--- src/rtl/tl_pkg.sv ---
// -----------------------------------------------------------------------------
// tl_pkg
// Shared definitions for the intersection traffic-light blocks (phase
// scheduler, light controller, lamp drivers).
//   - Lamp encoding constants RED / YELLOW / GREEN (2-bit)
//   - Phase (state) encoding shared by every consumer of the phase status
// -----------------------------------------------------------------------------
package tl_pkg;

    // Lamp encoding on the 2-bit light buses.
    localparam logic [1:0] RED    = 2'b00;
    localparam logic [1:0] YELLOW = 2'b01;
    localparam logic [1:0] GREEN  = 2'b10;

    // Phase encoding; codes 6 and 7 are illegal.
    typedef enum logic [2:0] {
        StHwyG  = 3'd0,
        StHwyY  = 3'd1,
        StRedA  = 3'd2,
        StFarmG = 3'd3,
        StFarmY = 3'd4,
        StRedB  = 3'd5
    } phase_e;

endpackage

--- src/rtl/tl_dwell_timer.sv ---
// -----------------------------------------------------------------------------
// tl_dwell_timer
// Saturating dwell counter for one phase, advanced by the time-base tick,
// with two elapsed comparators evaluated against the current count.
//   clk          in   system clock
//   rst          in   synchronous active-high reset
//   clr_i        in   clear count to 0 (phase change)
//   tick_i       in   time-base strobe; count advances only when set
//   dur_a_i      in   first dwell threshold in ticks
//   dur_b_i      in   second dwell threshold in ticks
//   elapsed_a_o  out  count + tick >= dur_a_i
//   elapsed_b_o  out  count + tick >= dur_b_i
// -----------------------------------------------------------------------------
module tl_dwell_timer #(
    parameter int unsigned CNT_W = 8
) (
    input  logic             clk,
    input  logic             rst,
    input  logic             clr_i,
    input  logic             tick_i,
    input  logic [CNT_W-1:0] dur_a_i,
    input  logic [CNT_W-1:0] dur_b_i,
    output logic             elapsed_a_o,
    output logic             elapsed_b_o
);

    logic [CNT_W-1:0] count_q;
    logic [CNT_W:0]   count_plus_tick;

    always_ff @(posedge clk) begin
        if (rst) begin
            count_q <= '0;
        end else if (clr_i) begin
            count_q <= '0;
        end else if (tick_i && (count_q != '1)) begin
            // Holds at all-ones so a long idle dwell never wraps and re-triggers.
            count_q <= count_q + CNT_W'(1);
        end
    end

    // One extra bit so a saturated count plus the tick cannot overflow.
    always_comb begin
        count_plus_tick = {1'b0, count_q} + (CNT_W + 1)'(tick_i);
        elapsed_a_o     = (count_plus_tick >= {1'b0, dur_a_i});
        elapsed_b_o     = (count_plus_tick >= {1'b0, dur_b_i});
    end

endmodule

--- src/rtl/tl_phase_scheduler.sv ---
// -----------------------------------------------------------------------------
// tl_phase_scheduler
// Timed phase sequencer for the highway / farm-road intersection with a
// latched pedestrian request served during farm green.
//   clk            in   system clock
//   rst            in   synchronous active-high reset
//   tick           in   one-cycle time-base strobe
//   farm_sensor_X  in   vehicle present on farm road (level)
//   ped_req        in   pedestrian crossing request (pulse or level)
//   hwy_TL         out  highway lamp (RED/YELLOW/GREEN)
//   fwy_TL         out  farm-road lamp (RED/YELLOW/GREEN)
//   walk           out  pedestrian walk lamp (registered)
//   phase          out  current phase code
// All outputs come from registered state; no input reaches an output
// combinationally.
// -----------------------------------------------------------------------------
module tl_phase_scheduler
    import tl_pkg::*;
#(
    parameter int unsigned CNT_W          = 8,
    parameter int unsigned HWY_MIN_GREEN  = 20,
    parameter int unsigned FARM_MIN_GREEN = 5,
    parameter int unsigned FARM_MAX_GREEN = 15,
    parameter int unsigned YELLOW_TIME    = 4,
    parameter int unsigned ALL_RED_TIME   = 1
) (
    input  logic       clk,
    input  logic       rst,
    input  logic       tick,
    input  logic       farm_sensor_X,
    input  logic       ped_req,
    output logic [1:0] hwy_TL,
    output logic [1:0] fwy_TL,
    output logic       walk,
    output logic [2:0] phase
);

    localparam logic [CNT_W-1:0] HwyMinG  = CNT_W'(HWY_MIN_GREEN);
    localparam logic [CNT_W-1:0] FarmMinG = CNT_W'(FARM_MIN_GREEN);
    localparam logic [CNT_W-1:0] FarmMaxG = CNT_W'(FARM_MAX_GREEN);
    localparam logic [CNT_W-1:0] YellowT  = CNT_W'(YELLOW_TIME);
    localparam logic [CNT_W-1:0] AllRedT  = CNT_W'(ALL_RED_TIME);

    phase_e           state_q, state_d;
    logic             ped_pending_q, ped_pending_d;
    logic             walk_q, walk_d;
    logic [CNT_W-1:0] dur_a, dur_b;
    logic             elapsed_a, elapsed_b;
    logic             timer_clr;

    // Threshold A is the phase's main dwell; B is only meaningful in farm green.
    always_comb begin
        dur_a = YellowT;
        dur_b = FarmMaxG;
        case (state_q)
            StHwyG:          dur_a = HwyMinG;
            StHwyY, StFarmY: dur_a = YellowT;
            StRedA, StRedB:  dur_a = AllRedT;
            StFarmG:         dur_a = FarmMinG;
            default:         dur_a = YellowT;
        endcase
    end

    tl_dwell_timer #(
        .CNT_W (CNT_W)
    ) u_timer (
        .clk         (clk),
        .rst         (rst),
        .clr_i       (timer_clr),
        .tick_i      (tick),
        .dur_a_i     (dur_a),
        .dur_b_i     (dur_b),
        .elapsed_a_o (elapsed_a),
        .elapsed_b_o (elapsed_b)
    );

    always_comb begin
        state_d       = state_q;
        ped_pending_d = ped_pending_q;
        walk_d        = walk_q;
        if (ped_req) begin
            ped_pending_d = 1'b1;
        end
        case (state_q)
            StHwyG: begin
                if (elapsed_a && (farm_sensor_X || ped_pending_q || ped_req)) begin
                    state_d = StHwyY;
                end
            end
            StHwyY: begin
                if (elapsed_a) state_d = StRedA;
            end
            StRedA: begin
                if (elapsed_a) begin
                    // A request arriving on this edge is served now, not latched.
                    state_d       = StFarmG;
                    walk_d        = ped_pending_q || ped_req;
                    ped_pending_d = 1'b0;
                end
            end
            StFarmG: begin
                if ((elapsed_a && !farm_sensor_X) || elapsed_b) begin
                    state_d = StFarmY;
                    walk_d  = 1'b0;
                end
            end
            StFarmY: begin
                if (elapsed_a) state_d = StRedB;
            end
            StRedB: begin
                if (elapsed_a) state_d = StHwyG;
            end
            default: state_d = StHwyG;
        endcase
    end

    assign timer_clr = (state_d != state_q);

    always_ff @(posedge clk) begin
        if (rst) begin
            state_q       <= StHwyG;
            ped_pending_q <= 1'b0;
            walk_q        <= 1'b0;
        end else begin
            state_q       <= state_d;
            ped_pending_q <= ped_pending_d;
            walk_q        <= walk_d;
        end
    end

    // Moore lamp decode; illegal codes show highway green.
    always_comb begin
        hwy_TL = GREEN;
        fwy_TL = RED;
        case (state_q)
            StHwyG:         begin hwy_TL = GREEN;  fwy_TL = RED;    end
            StHwyY:         begin hwy_TL = YELLOW; fwy_TL = RED;    end
            StRedA, StRedB: begin hwy_TL = RED;    fwy_TL = RED;    end
            StFarmG:        begin hwy_TL = RED;    fwy_TL = GREEN;  end
            StFarmY:        begin hwy_TL = RED;    fwy_TL = YELLOW; end
            default:        begin hwy_TL = GREEN;  fwy_TL = RED;    end
        endcase
    end

    assign walk  = walk_q;
    assign phase = state_q;

endmodule

--- config.mk ---
export PLATFORM = sky130hd
export DESIGN_NAME = tl_phase_scheduler
export DESIGN_NICKNAME = d
export VERILOG_FILES = /design/src/rtl/tl_pkg.sv /design/src/rtl/tl_dwell_timer.sv /design/src/rtl/tl_phase_scheduler.sv
export SDC_FILE = /design/constraint.sdc
export NUM_CORES = 1
export LEC_CHECK = 0
export ABC_AREA = 1
export CORE_MARGIN = 2
export CORE_UTILIZATION = 23
export DETAILED_ROUTE_END_ITERATION = 10
export MAX_ROUTING_LAYER = met4
export SKIP_CTS_REPAIR_TIMING = 1
export SLEW_MARGIN = 5
export SYNTH_ARGS = -nofsm -noshare
export SYNTH_HDL_FRONTEND = slang
export SYNTH_SLANG_ARGS = --single-unit
--- constraint.sdc ---
create_clock -name clk -period 3.1 [get_ports clk]
set_input_delay 0.31 -clock clk [delete_from_list [all_inputs] [get_ports clk]]
set_output_delay 0.31 -clock clk [all_outputs]
set_load 0.01 [all_outputs]
==> results of run 1 <==
[cell type report]
cell class / instances / area [um^2]
fill: 479 / 3063
timing repair buffer: 12 / 120.1
sequential: 13 / 260.3
multi-input combinational: 114 / 624.3
tap: 52 / 65.06
inverter: 31 / 116.4
clock buffer: 4 / 45.04
[cells by family after synthesis]
| logic type | synth area share, % |
|---|---|
| simple gates | 40.39 |
| xor+xnor | 6.897 |
| buf+inv | 12.93 |
| fa+ha+maj | 7.389 |
| flops | 25.62 |
| mux | 0.9853 |
| compound gates | 5.789 |
[registers in the layout, indices dropped and copies added (netlist names)]
signal	count
u_timer.count_q	8
walk	1
ped_pending_q	1
phase	3
[how the worst min path moves through the flow]
stage,start,endpoint,slack (ns)
after floorplan,rst,phase[1],0.38
after global placement,ped_pending_q,ped_pending_q,0.46
after detailed placement,walk,walk,0.46
after CTS,ped_pending_q,ped_pending_q,0.48
after global routing,walk,walk,0.49
final,walk,walk,0.47
[power by group through the flow]
stage	combinational [uW]	sequential (uW)	clock, uW
after detailed placement	33.7	179	0
after global placement	34.6	179	0
final	33.8	176	147
after floorplan	23.3	178	0
after CTS	34.2	176	154
after global routing	39.5	176	163
[synthesized netlist by cell type]
master | count | share of area (%)
nand4_2 | 1 | 1.2
nor2_4 | 1 | 1.1
dfxtp_1 | 13 | 26
xnor2_1 | 1 | 0.86
nor2_2 | 1 | 0.62
nand3b_1 | 1 | 0.74
inv_2 | 1 | 0.37
inv_1 | 30 | 11
nor2_1 | 29 | 11
ha_1 | 6 | 7.4
nand4_1 | 4 | 2.5
nand4_4 | 1 | 2.1
mux2i_1 | 1 | 0.99
a21oi_1 | 4 | 2.0
xor2_1 | 7 | 6.0
nand2_2 | 1 | 0.62
nor3_1 | 1 | 0.49
o21ai_0 | 2 | 0.99
nand3_1 | 11 | 5.4
o21ai_1 | 2 | 0.99
buf_4 | 2 | 1.5
nand2_1 | 35 | 13
nand3_2 | 2 | 2.0
a31oi_1 | 3 | 1.8
[cell usage in the layout, fill, tap and decap left out]
cell / count
xnor2_1: 1
ha_1: 6
nor2_4: 1
a21oi_1: 4
nand2_2: 1
nand4_4: 1
nand4_1: 4
nor2_1: 29
nand3_2: 2
inv_2: 1
clkbuf_1: 1
clkdlybuf4s50_1: 12
nand2_1: 35
dfxtp_1: 13
o21ai_0: 2
a31oi_1: 3
xor2_1: 7
o21ai_1: 2
nor2_2: 1
nand4_2: 1
nand3_1: 11
nand3b_1: 1
mux2i_1: 1
inv_1: 30
nor3_1: 1
clkbuf_8: 3
[critical path: cells and delay by family]
family | cells | cell delay, ns
simple gates | 11 | 1.12
fa+ha+maj | 3 | 0.75
buf+inv | 1 | 0.52
xor+xnor | 1 | 0.19
[layer usage]
layer	up-vias	wire, um	global-route usage (%)
li1	529	-	-
met1	429	961	9.886
met2	20	1086	16.35
met4	0	47	5.769
met3	6	48	1.443
met5	-	0	-
[metrics by stage]
step           setup slack (ns)  instances  power (uW)  hold slack, ns  utilization (%)
2_1_floorplan            0.7614        160       201.2          0.3791                -
3_3_place_gp             0.1468        222       214.0          0.4568            27.62
3_5_place_dp            0.07570        222       213.1          0.4646            27.62
4_1_cts                  0.3324        226       363.8          0.4816            28.67
5_1_grt                 0.09628        226       378.3          0.4885            28.67
6_report                 0.3342        226       356.1          0.4743            28.67
==> impl_results.md, run 1 <==
* Tot GR Track Use at 9.392%
* DIE WIDTH at about 70 um
* CP Data Arrival Time at 2.90 ns
* Gate power share at under 10%
* Clock power frac at around two fifths
* CP max FO at 8
* Period utilisation layout at 89.22%
* Leakage power at between 0.0005 and 0.0006 uW
* Hold/Removal Path Class: reg -> reg
* Pwr Density at a little under 300 nW/um^2
* Layout Area Growth over Synthesis at 21.18%
* Number of H-tree levels at 1
* Unrepaired setup endpoints after global routing: no
* Max incr delay on CP at between 0.5 and 0.6 ns
* Crit-path cells: clkdlybuf4s50_1 > ha_1 > ha_1 > nand3_1 > xor2_1 > ha_1 > nand2_1 > nor2_1 > nand3_1 > nand2_1 > nor2_1 > nand2_1 > nand2_2 > nand4_2 > nand4_4 > nor2_1
* Design area at between 1000 and 1500 um^2
* Peak VDD IR at 134.2 uV
* Port bufs at 12
* Ant. Diodes at 0
* CP Class: in -> reg
* Cell count after synthesis at 160
* Via count at slightly below 1000
* Worst setup SP type: input port
* Root buf cell: clkbuf_8
* Die Ht at about 70 um
* Switching power at roughly 79 uW
* Layout cells sized above 1 at between 6 and 7%
* Critical Path End: u_timer.count_q[2]
* Final hold vios at 0
* Final Setup Violations at 0
* Setup_tns at 0 ns
* Initial DRT Pass Iterations at 4
* CTS max path bufs at 2
* Average size of a mapped cell at 6.350 um^2
* Initial Util at a little under a quarter
* Full die area at 4965 um^2
* First-pass GRT wire length at ~3.7 mm
* Worst rel slew slack at 81.10%
* Max Freq at between 0.3 and 0.4 GHz
* Final #Nets at 186
* Internal Power at roughly 280 uW
* Slack of the worst reg-to-reg path at between 0.5 and 0.6 ns
* CTS Buf Count at 3
* Detailed Route WL at about 2.1 mm
* Largest net degree at the start of global routing at 9
* Slowest-stage cell, CP: clkdlybuf4s50_1
* DRT iter0 DRCs at 39
* WL/cell at between 9 and 10 um
* Floorplan core area at between 4000 and 5000 um^2
* Initial antenna violation count at 0
* CTS Sinks at 13
* Gpl congestion at ~0.84
* Synth warnings at 0
* Crit. Startpoint: tick
* Max_cap viols at 0
* Cell Rows at 24
* Post-route ant nets at 0
* Final Max Slew Viols at 0
* Top Ports at 13
* Later-pin clock latency in the skew report at 0.24 ns
* Flops & latches, synth at 13
* Sw Ratio at between 20% and 30%
* Worst R2R Start: u_timer.count_q[0]
* Synth Net Count at ~170
* Placed inst area at ~1200 um^2
* Vias in the first global route at just over 900
* Share of the yosys chip area belonging to registers at about 26%
* DP Wirelength at 1.783 mm
* WHS Path Cells at 2
* CTS clock-pin slew for the worst setup and hold paths at approximately 0.050 ns
* Post-Syn Area at a little over 1000 um^2
* Status: complete, no violations
* R2R cell count at 15
* Clk_skew at 0.0007907 ns
* DRC Markers at 0
* Overflow after GRT at 0
* Distinct cell type count after synthesis at 24
* Slew @ Worst Pin at 0.2816 ns
* CTS tree: yes
* Critical Path RT at around 3.2 ns
* Vias per cell at about 4.4
* Final min period at around 2.8 ns
* Seq pwr share at approximately half
* Reg-to-Reg End: u_timer.count_q[2]
* CP endpoint kind: flip-flop
Note: power is estimated with default switching activity, not from simulation.
==> run 2: changes to the inputs <==
CORE_UTILIZATION = 50   (was 23)
CTS_CLUSTER_DIAMETER = 50   (was not set)
PLACE_DENSITY = 0.73   (was not set)
clock period = 3 ns   (was 3.1 ns; I/O delays follow)
==> impl_results.md, run 2 (synthesis results as in run 1) <==
* Vias per cell at ~4.9
* CTS max path bufs at 2
* CTS Sinks at 13
* Via count at just under 1000
* Reg-to-Reg End: u_timer.count_q[1]
* Crit-path cells: clkdlybuf4s50_1 > ha_1 > ha_1 > nand3_1 > xor2_1 > ha_1 > nand2_1 > nor2_1 > nand3_1 > nand2_1 > nor2_1 > nand2_1 > nand2_2 > nand4_2 > nand4_4 > nor2_1
* Later-pin clock latency in the skew report at approximately 0.28 ns
* Most frequent cells in the layout: nand2_1 (35), inv_1 (30), nor2_1 (29)
* Placed inst area at between 1000 and 1500 um^2
* WL/cell at 10.07 um
* Initial DRT Pass Iterations at 4
* Worst setup SP type: input port
* Hold/Removal Path Class: reg -> reg
* Final min period at 2.706 ns
* Final Setup Violations at 0
* Worst R2R Start: u_timer.count_q[0]
* Max reg flops at 8
* CTS clock-pin slew for the worst setup and hold paths at about 0.07 ns
* WHS Path Cells at 2
* Floorplan core area at 1942 um^2
* CP max FO at 8
* Critical Path RT at ~3.2 ns
* Top Ports at 13
* Max_cap viols at 0
* DP Wirelength at about 1.7 mm
* Status: complete, no violations
* Clk_skew at 0.007082 ns
* Layout cells sized above 1 at 6.857%
* Hold EP: ped_pending_q
* Leakage power at around 0.00054 uW
* CP Class: in -> reg
* Clock power frac at about a third
* Slack of the worst reg-to-reg path at approximately 0.43 ns
* Die Ht at 49.08 um
* Final Non-Filler Cells at a little over 200
* Largest delay share family, worst path: simple AND/OR/NAND/NOR gates
* Slew @ Worst Pin at 0.2864 ns
* Period utilisation layout at 90.20%
* Port bufs at 12
* Gpl congestion at roughly 0.97
* Cell Rows at 16
* Final Max Slew Viols at 0
* Setup_tns at 0 ns
* Gate power share at 11.4%
* Unrepaired setup endpoints after global routing: no
* Ant. Diodes at 0
* Switching power at between 70 and 80 uW
* Min-delay src: ped_pending_q
* Detailed Route WL at 2.035 mm
* Layout Area Growth over Synthesis at 17.00%
* DIE WIDTH at between 40 and 50 um
* First-pass GRT wire length at about 3.6 mm
* CTS Buf Count at 3
* Max Freq at approximately 0.37 GHz
* Slowest-stage cell, CP: clkdlybuf4s50_1
* Internal Power at roughly 250 uW
* CP endpoint kind: flip-flop
* DRC Markers at 0
* CTS tree: yes
* Max incr delay on CP at about 0.47 ns
* R2R cell count at 15
* Buf/Inv on CP at 1
* Full die area at about 2400 um^2
* Seq pwr share at between 50 and 60%
* Final hold vios at 0
* Initial antenna violation count at 0
* Sw Ratio at 23.77%
* Worst rel slew slack at between 80% and 90%
* DRT iter0 DRCs at 24
* Most common cell after layout, fill and taps aside: nand2_1
* Number of H-tree levels at 1
* Top reg by flops: u_timer.count_q
* Initial Util at 52.32%
* CP Data Arrival Time at between 2 and 3 ns
* Peak VDD IR at 302.2 uV
* Tot GR Track Use at roughly a fifth
* Root buf cell: clkbuf_4
* Largest net degree at the start of global routing at 9
* Vias in the first global route at 858
* Pwr Density at approximately 270 nW/um^2
* Design area at around 1200 um^2
* Final #Nets at ~190
* Overflow after GRT at 0
* Post-route ant nets at 0
* Placed Instances at 198
[run 2: worst max-delay path by stage]
stage                             from                  to  slack, ns  cells after the start
floorplan           u_timer.count_q[0]  u_timer.count_q[4]       0.66                     15
global placement                  tick  u_timer.count_q[0]       0.14                     16
detailed placement                tick  u_timer.count_q[1]       0.03                     16
CTS                               tick  u_timer.count_q[1]       0.32                     16
global route                      tick  u_timer.count_q[6]       0.15                     18
finish                            tick  u_timer.count_q[1]       0.29                     16
[run 2: metal layers]
layer / wire length [um] / vias up / global-route usage [%] / part of all wire, %
met5: 0 / - / - / 0
met4: 49 / 0 / 11.43 / 2.4
met3: 88 / 5 / 0.9202 / 4.3
met2: 879 / 24 / 28.83 / 43
met1: 1017 / 430 / 26.44 / 50
li1: - / 533 / - / -
[run 2: tightest hold or removal path, cell delays in order, from the launching register on]
cell	delay (ns)
dfxtp_1	0.31
nor2_1	0.05
nor2_1	0.08
[run 2: cell type report]
type,instances,area (um^2)
fillers,208,753.2
multi-input cells,114,624.3
flip-flops and latches,13,260.3
repair buffers,13,127.6
inverters,31,116.4
well taps,27,33.78
clock buffers,4,26.28
[run 2: power groups by stage]
stage	Sequential (uW)	Clock [uW]	Combinational, uW
2_1_floorplan	184	0	24.1
3_3_place_gp	185	0	36.3
3_5_place_dp	185	0	36.4
4_1_cts	181	111	36.6
5_1_grt	182	116	41.1
6_report	182	104	36.6
[run 2: through the flow]
step	total power (uW)	worst slack [ns]	util (%)	hold WS (ns)
final	322.1	0.2939	61.21	0.4733
after floorplan	207.9	0.6614	-	0.3691
after global routing	339.3	0.1490	61.21	0.5057
after detailed placement	221.8	0.03134	59.86	0.4610
after CTS	328.5	0.3191	61.21	0.4750
after global placement	221.5	0.1414	59.86	0.4531
